### src/rtl/addsub_pipe_pkg.sv
// rtl/addsub_pipe_pkg.sv - op encodings and segment-count helpers for addsub_pipe
package addsub_pipe_pkg;

  localparam logic OP_ADD = 1'b0;
  localparam logic OP_SUB = 1'b1;

  function automatic int calc_nseg(input int width, input int seg_width);
    return width / seg_width;
  endfunction

  // Used by the top level to refuse a width that does not split into whole segments.
  function automatic bit seg_cfg_ok(input int width, input int seg_width);
    return (seg_width > 0) && (width >= seg_width) && ((width % seg_width) == 0);
  endfunction

endpackage

### src/rtl/addsub_seg.sv
// rtl/addsub_seg.sv - one SEG_WIDTH slice of the carry chain plus its stage registers
module addsub_seg #(
  parameter int WIDTH     = 16,
  parameter int SEG_WIDTH = 8,
  parameter int IDX       = 0
) (
  input  logic             clk,
  input  logic             rstn,
  input  logic             advance,
  input  logic             valid_in,
  input  logic [WIDTH-1:0] a_in,
  input  logic [WIDTH-1:0] bx_in,
  input  logic             carry_in,
  input  logic [WIDTH-1:0] res_in,
  output logic             valid_out,
  output logic [WIDTH-1:0] a_out,
  output logic [WIDTH-1:0] bx_out,
  output logic             carry_out,
  output logic [WIDTH-1:0] res_out
);

  localparam int LO = IDX * SEG_WIDTH;

  logic [SEG_WIDTH:0] sum;
  logic [WIDTH-1:0]   res_next;

  always_comb begin
    sum = {1'b0, a_in[LO +: SEG_WIDTH]} + {1'b0, bx_in[LO +: SEG_WIDTH]}
        + {{SEG_WIDTH{1'b0}}, carry_in};
    res_next = res_in;
    res_next[LO +: SEG_WIDTH] = sum[SEG_WIDTH-1:0];
  end

  // Operands travel whole so later slices and the flag logic still see their bits.
  always_ff @(posedge clk) begin
    if (!rstn) begin
      valid_out <= 1'b0;
      a_out     <= '0;
      bx_out    <= '0;
      carry_out <= 1'b0;
      res_out   <= '0;
    end else if (advance) begin
      valid_out <= valid_in;
      a_out     <= a_in;
      bx_out    <= bx_in;
      carry_out <= sum[SEG_WIDTH];
      res_out   <= res_next;
    end
  end

endmodule

### src/rtl/addsub_pipe.sv
// rtl/addsub_pipe.sv - pipelined add/subtract with segmented carry; ADDSUB_PIPE_SAT_EN adds signed saturation
module addsub_pipe
  import addsub_pipe_pkg::*;
#(
  parameter int WIDTH     = 16,
  parameter int SEG_WIDTH = 8
) (
  input  logic             clk,
  input  logic             rstn,
  input  logic             in_valid,
  output logic             in_ready,
  input  logic [WIDTH-1:0] a,
  input  logic [WIDTH-1:0] b,
  input  logic             op,
  input  logic             cin,
  output logic             out_valid,
  input  logic             out_ready,
  output logic [WIDTH-1:0] result,
  output logic             cout,
  output logic             ovf,
  output logic             zero
);

  localparam int NSEG = calc_nseg(WIDTH, SEG_WIDTH);

  if (!seg_cfg_ok(WIDTH, SEG_WIDTH)) begin : g_cfg_err
    $error("addsub_pipe: WIDTH must be a non-zero multiple of SEG_WIDTH");
  end

  logic             advance;
  logic             valid_s [0:NSEG];
  logic [WIDTH-1:0] a_s     [0:NSEG];
  logic [WIDTH-1:0] bx_s    [0:NSEG];
  logic             carry_s [0:NSEG];
  logic [WIDTH-1:0] res_s   [0:NSEG];
  logic [WIDTH-1:0] bx0;

  // One global stall: the whole pipe moves only when the output slot frees up.
  assign advance  = !out_valid | out_ready;
  assign in_ready = advance;

  always_comb begin
    bx0 = b;
    case (op)
      OP_ADD: bx0 = b;
      OP_SUB: bx0 = ~b;
    endcase
  end

  assign valid_s[0] = in_valid;
  assign a_s[0]     = a;
  assign bx_s[0]    = bx0;
  assign carry_s[0] = cin;
  assign res_s[0]   = '0;

  for (genvar k = 0; k < NSEG; k++) begin : g_seg
    addsub_seg #(
      .WIDTH    (WIDTH),
      .SEG_WIDTH(SEG_WIDTH),
      .IDX      (k)
    ) u_seg (
      .clk      (clk),
      .rstn     (rstn),
      .advance  (advance),
      .valid_in (valid_s[k]),
      .a_in     (a_s[k]),
      .bx_in    (bx_s[k]),
      .carry_in (carry_s[k]),
      .res_in   (res_s[k]),
      .valid_out(valid_s[k+1]),
      .a_out    (a_s[k+1]),
      .bx_out   (bx_s[k+1]),
      .carry_out(carry_s[k+1]),
      .res_out  (res_s[k+1])
    );
  end

  logic [WIDTH-1:0] raw;
  logic             a_msb;
  logic             bx_msb;
  logic             ovf_raw;

  assign raw     = res_s[NSEG];
  assign a_msb   = a_s[NSEG][WIDTH-1];
  assign bx_msb  = bx_s[NSEG][WIDTH-1];
  assign ovf_raw = (a_msb == bx_msb) & (raw[WIDTH-1] != a_msb);

`ifdef ADDSUB_PIPE_SAT_EN
  // On overflow both operands share a sign, so a_msb picks the clamp direction.
  always_comb begin
    result = raw;
    if (ovf_raw) begin
      result = a_msb ? {1'b1, {(WIDTH-1){1'b0}}} : {1'b0, {(WIDTH-1){1'b1}}};
    end
  end
`else
  assign result = raw;
`endif

  assign out_valid = valid_s[NSEG];
  assign cout      = carry_s[NSEG];
  assign ovf       = ovf_raw;
  assign zero      = out_valid & (result == '0);

endmodule
### config.mk
export PLATFORM = sky130hd
export DESIGN_NAME = addsub_pipe
export DESIGN_NICKNAME = d
export VERILOG_FILES = /design/src/rtl/addsub_pipe_pkg.sv /design/src/rtl/addsub_seg.sv /design/src/rtl/addsub_pipe.sv
export SDC_FILE = /design/constraint.sdc
export NUM_CORES = 1
export LEC_CHECK = 0
export ABC_CLOCK_PERIOD_IN_PS = 3100
export CAP_MARGIN = 20
export CORE_MARGIN = 2
export CORE_UTILIZATION = 50
export DETAILED_ROUTE_END_ITERATION = 6
export GPL_TIMING_DRIVEN = 0
export PLACE_DENSITY = 0.8
export SYNTH_ARGS = -nofsm -noshare
export SYNTH_HDL_FRONTEND = slang
export SYNTH_SLANG_ARGS = --single-unit
### constraint.sdc
create_clock -name clk -period 3.1 [get_ports clk]
set_input_delay 0.62 -clock clk [delete_from_list [all_inputs] [get_ports clk]]
set_output_delay 0.62 -clock clk [all_outputs]
set_load 0.005 [all_outputs]
* Word-level counts from Yosys, hierarchy flattened *
Cells that the tools add are included.
W data, S select, Z words.

cells by class
  $add $sub $neg = 4
  eq/ne operators = 2
  mux-type cells = 1
  bitwise logic cells = 5
  reductions and logical operators = 2

operators with widths
  cell               number
  $pmux W16 S2       1
  $add A8 B8 Y9      2
  $add A9 B1 Y9      2
  $logic_not A16 Y1  1
  $not A16 Y16       1
  $and A1 B1 Y1      2
  $eq A1 B1 Y1       1
  $logic_not A1 Y1   1
  $ne A1 B1 Y1       1
  $not A1 Y1         1
  $or A1 B1 Y1       1

storage, ports and cells
  register bits after elaboration = 92
  input bits = 38
  output and inout port bits = 21
  logic and storage cells = 24

* Depth between registers and ports, before layout *
Gate-level depths: netlist (run 1).

  word-level depth = 4
  depth in mapped cells = 9
  depth with buffers taken out = 7

* Cells and area by module *
A second synthesis (run 1) with hierarchy kept.

unflattened totals
  cell total of the unflattened synthesis = 435
  area total of the unflattened synthesis = 4653.2 sq um

modules (own cells, without submodules)
  module                       times used  cells each  area each (sq um)  seq. area each (sq um)
  addsub_seg (g_seg[0].u_seg)  1           204         2210.9             1001.0
  addsub_seg (g_seg[1].u_seg)  1           201         2200.9             1001.0
  addsub_pipe                  1           30          241.5              0.0

* Worst setup path after synthesis (run 1) *
OpenSTA, ideal clock, no wires.

  path type = input-to-reg
  from = in op
  to = reg g_seg[0].u_seg.res_out[6]
  library setup time = 0.087 ns
  arrival time = 2.484 ns
  required time = 3.013 ns
  path slack = 0.529 ns
  stages on the path = 9
  path buffers = 2
  cells stage by stage = buf_4 buf_4 xnor2_1 fa_1 fa_1 nor2b_2 o2111a_1 nor3_1 o31ai_1

between the ends
  cells in the longest elaborated chain, start to end = 4

ends and longest elaborated chain
  item                  RTL line           RTL
  start, declared       addsub_pipe.sv:14  input logic op,
  $not A1 Y1            addsub_pipe.sv:44  case (op)
  $pmux W16 S2 (*)      addsub_pipe.sv:44
  $add A8 B8 Y9 (*)     addsub_seg.sv:28   sum = {1'b0, a_in[LO +: SEG_WIDTH]} + {1'b0, bx_in[LO +: SEG_WIDTH]}
  $add A9 B1 Y9 (*)     addsub_seg.sv:29   + {{SEG_WIDTH{1'b0}}, carry_in};
  end signal, assigned  addsub_seg.sv:47   res_out <= res_next;
  end, declared         addsub_seg.sv:19   output logic [WIDTH-1:0] res_out

Mark *: on every way between the ends. The rest lies on a longest branch, timed or not.
A chain may end at the register's enable or synchronous reset.

* Final worst setup path (run 1) *
  from = in out_ready
  to = out in_ready

between the ends
  cells in the longest elaborated chain, start to end = 1

ends and longest elaborated chain
  item             RTL line           RTL
  start, declared  addsub_pipe.sv:17  input logic out_ready,
  $or A1 B1 Y1     addsub_pipe.sv:39  assign advance = !out_valid | out_ready;
  end, declared    addsub_pipe.sv:11  output logic in_ready,

No other way between the ends.

==> flow_summary.json, run 1 <==
{
  "status": "completed",
  "crit_family": "buffers and inverters",
  "clk_latency_ns": 0.30,
  "final_common_cell": "clkdlybuf4s50_1",
  "grt_max_degree": 14,
  "portBuffers": 57,
  "synth.ff_latch_count": 46,
  "fmax_mhz": 336,
  "required_ns": 2.48,
  "grtUsageTotal": 0.238,
  "fin_crit_ns": 2.98,
  "seqCellArea_um2": 921,
  "timing_worst_setup_path_type": "in2out",
  "nNetsFinal": 408,
  "ctsHoldBuffers": 0,
  "synthCells": 288,
  "cp_data_arrival_time_ns": 2.36,
  "slowest_delay_ns": 0.55,
  "final_util": 0.686,
  "clk_pin_slew_ns": 0.08,
  "synthToLayoutAreaGrowth_pct": 30.8,
  "first_pass_iters": 4,
  "post_route_cells_drive_above_1_share": 0.0795,
  "r2r_end": "g_seg[1].u_seg.res_out[14]$_SDFFE_PN0P_",
  "synth_seq_area_share": 0.369,
  "grt_overflow": 0,
  "start_util": 0.524,
  "cts_tree": "done",
  "crit_chain": "clkdlybuf4s50_1 > nor2b_4 > buf_6 > inv_2 > buf_6 > buf_2 > clkdlybuf4s50_1",
  "root_buffer": "clkbuf_8",
  "power-per-cell-area_nw_per_um2": 481,
  "min_period_over_period": 0.961,
  "core_um2": 4750,
  "globalplace.congestion": 0.867,
  "synth.distinct_cells": 49,
  "num-fill-cells": 426,
  "place_area_um2": 3150,
  "num_vias": 2288,
  "r2r_setup_slack_ns": 0.98,
  "syn_area_per_cell_um2": 8.65,
  "antenna_left": 0,
  "crit_start": "out_ready",
  "grt_first_pass_wirelength_um": 9990,
  "hold_path_end": "g_seg[0].u_seg.res_out[2]$_SDFFE_PN0P_",
  "cts_sinks": 46,
  "critPathBufInv": 6,
  "ios": 59,
  "die_area_um2": 5570,
  "routedWlPerCell_um": 14.5,
  "layout_common_cells": "clkdlybuf4s50_1 (57), nand2_1 (49), dfxtp_1 (46)",
  "synth_edf_count": 0,
  "finalMaxSlewViolations": 0,
  "place_hpwl_um": 4640,
  "syn_area_um2": 2490,
  "postCtsResizedCells": 0,
  "whs_path_depth": 2,
  "cts_buffers": 5,
  "maxCapViolCount": 0,
  "stdcell_area_um2": 3260,
  "reg2reg_depth": 6,
  "multi_input_area_um2": 1430,
  "via_per_inst": 5.46,
  "hold_start": "g_seg[0].u_seg.res_out[2]$_SDFFE_PN0P_",
  "die_w_um": 74.6,
  "post_cts_buffers": 0,
  "drtIter0Drc": 156,
  "finalSetupViolations": 0,
  "worstSetupStartpointType": "input pin",
  "rsz0062_at_grt": "no",
  "cp_slowest_cell": "clkdlybuf4s50_1",
  "yosysWarnings": 0,
  "dieHeight_um": 74.6,
  "finalWirelength_um": 6090,
  "power_leakage_uw": 0.00133,
  "grt_pass1_vias": 2112,
  "drc": 0,
  "insertedDiodeCount": 0,
  "endpoint_kind": "primary output",
  "hold_violations": 0,
  "cp_max_fo": 10,
  "async_reset_ff_frac": 0,
  "antenna_found_initial": 0,
  "syn_nets": 344,
  "peakVddDrop_v": 0.000255,
  "hp-class": "reg2reg",
  "worst_pin_slew_ns": 0.575,
  "r2r_start": "g_seg[0].u_seg.a_out[8]$_SDFFE_PN0P_",
  "cts_htree_levels": 2,
  "slew_headroom": 0.617,
  "rows": 25,
  "cts_buffer_depth": 2,
  "synth-main-ff-cell": "dfxtp_1",
  "tns_ns": 0,
  "skew_ns": 0.00496
}
[per-stage QoR]
| step | power (uW) | setup slack, ns | hold slack (ns) | instances |
|---|---|---|---|---|
| 5_1_grt | 1640 | 0.0400 | 0.480 | 419 |
| 4_1_cts | 1560 | 0.133 | 0.459 | 419 |
| 3_5_place_dp | 1120 | 0.151 | 0.449 | 412 |
| 2_1_floorplan | 945 | 0.529 | 0.432 | 288 |
| 3_3_place_gp | 1110 | 0.148 | 0.439 | 412 |
| 6_report | 1570 | 0.120 | 0.456 | 419 |
[Yosys cell counts (5+ instances only)]
library cell	count	area [um2]
ha_1	14	175
dfxtp_1	46	921
nand3_1	8	40.0
inv_1	7	26.3
a211oi_1	11	82.6
a21o_1	6	45.0
xnor2_1	13	114
o21ai_0	8	40.0
nor2_1	16	60.1
nand2_1	49	184
a21oi_1	34	170
buf_6	5	56.3
xor2_1	8	70.1
[routing by layer]
| layer | GRT usage | vias up | wire [um] |
|---|---|---|---|
| met5 | 0 | - | 0 |
| met4 | 0.0813 | 0 | 102 |
| met3 | 0.0352 | 9 | 409 |
| met2 | 0.382 | 72 | 2800 |
| met1 | 0.329 | 1069 | 2780 |
| li1 | - | 1138 | - |
[power breakdown]
part | total, uW | internal (uW) | switching (uW)
combinational | 408 | 220 | 187
clock | 455 | 258 | 197
sequential | 703 | 655 | 47.8
total | 1570 | 1130 | 433
[sequential cells by signal (all words and copies together) (netlist names)]
signal and count:
g_seg.u_seg.valid_out 2, g_seg.u_seg.a_out 9, g_seg.u_seg.res_out 24, g_seg.u_seg.carry_out 2, g_seg.u_seg.bx_out 9
[worst reg2reg max path, stage by stage (launching register included)]
cell	delay [ns]
dfxtp_1	0.33
fa_1	0.46
fa_1	0.42
a21o_1	0.21
a221oi_2	0.32
xnor2_1	0.19
o21ai_1	0.08
[cell families (layout without fill, tap and decap cells)]
group / Yosys count / in the layout / share of synthesized area
mux: 3 / 3 / 0.0151
buf+inv: 25 / 89 / 0.0587
fa+ha+maj: 18 / 18 / 0.102
compound gates: 80 / 80 / 0.205
simple gates: 95 / 95 / 0.176
flops: 46 / 46 / 0.369
xor+xnor: 21 / 21 / 0.0738
[how the worst max path moves through the flow]
stage	slack, ns	depth (start not counted)	end
after floorplan	0.53	9	g_seg[0].u_seg.res_out[6]$_SDFFE_PN0P_
after global placement	0.15	7	in_ready
after detailed placement	0.15	7	in_ready
after CTS	0.13	7	in_ready
after global routing	0.04	7	in_ready
final	0.12	7	in_ready
[final cells by class]
type	count	area share
inverter	9	0.0104
clock inverter	1	0.00921
tap	67	0.0257
buffer	16	0.0345
sequential	46	0.283
timing repair buffer	57	0.175
multi-input combinational	217	0.437
clock buffer	6	0.0253
(Power assumes the default switching activity.)
==> run 2, diff against run 1 <==
- ABC_CLOCK_PERIOD_IN_PS: 3100 -> 3700
- clock period: 3.1 -> 3.7 ns (I/O delays scaled with it)
==> results of run 2 <==
The final DEF is identical to that of run 1. Status: completed.
Among the figures that moved: setup slack after placement 0.151 ns -> 0.511 ns; setup slack after layout 0.120 ns -> 0.480 ns; register-to-register setup slack 0.98 ns -> 1.58 ns; total power 1570 uW -> 1310 uW; worst IR drop on VDD 0.000255 V -> 0.000214 V
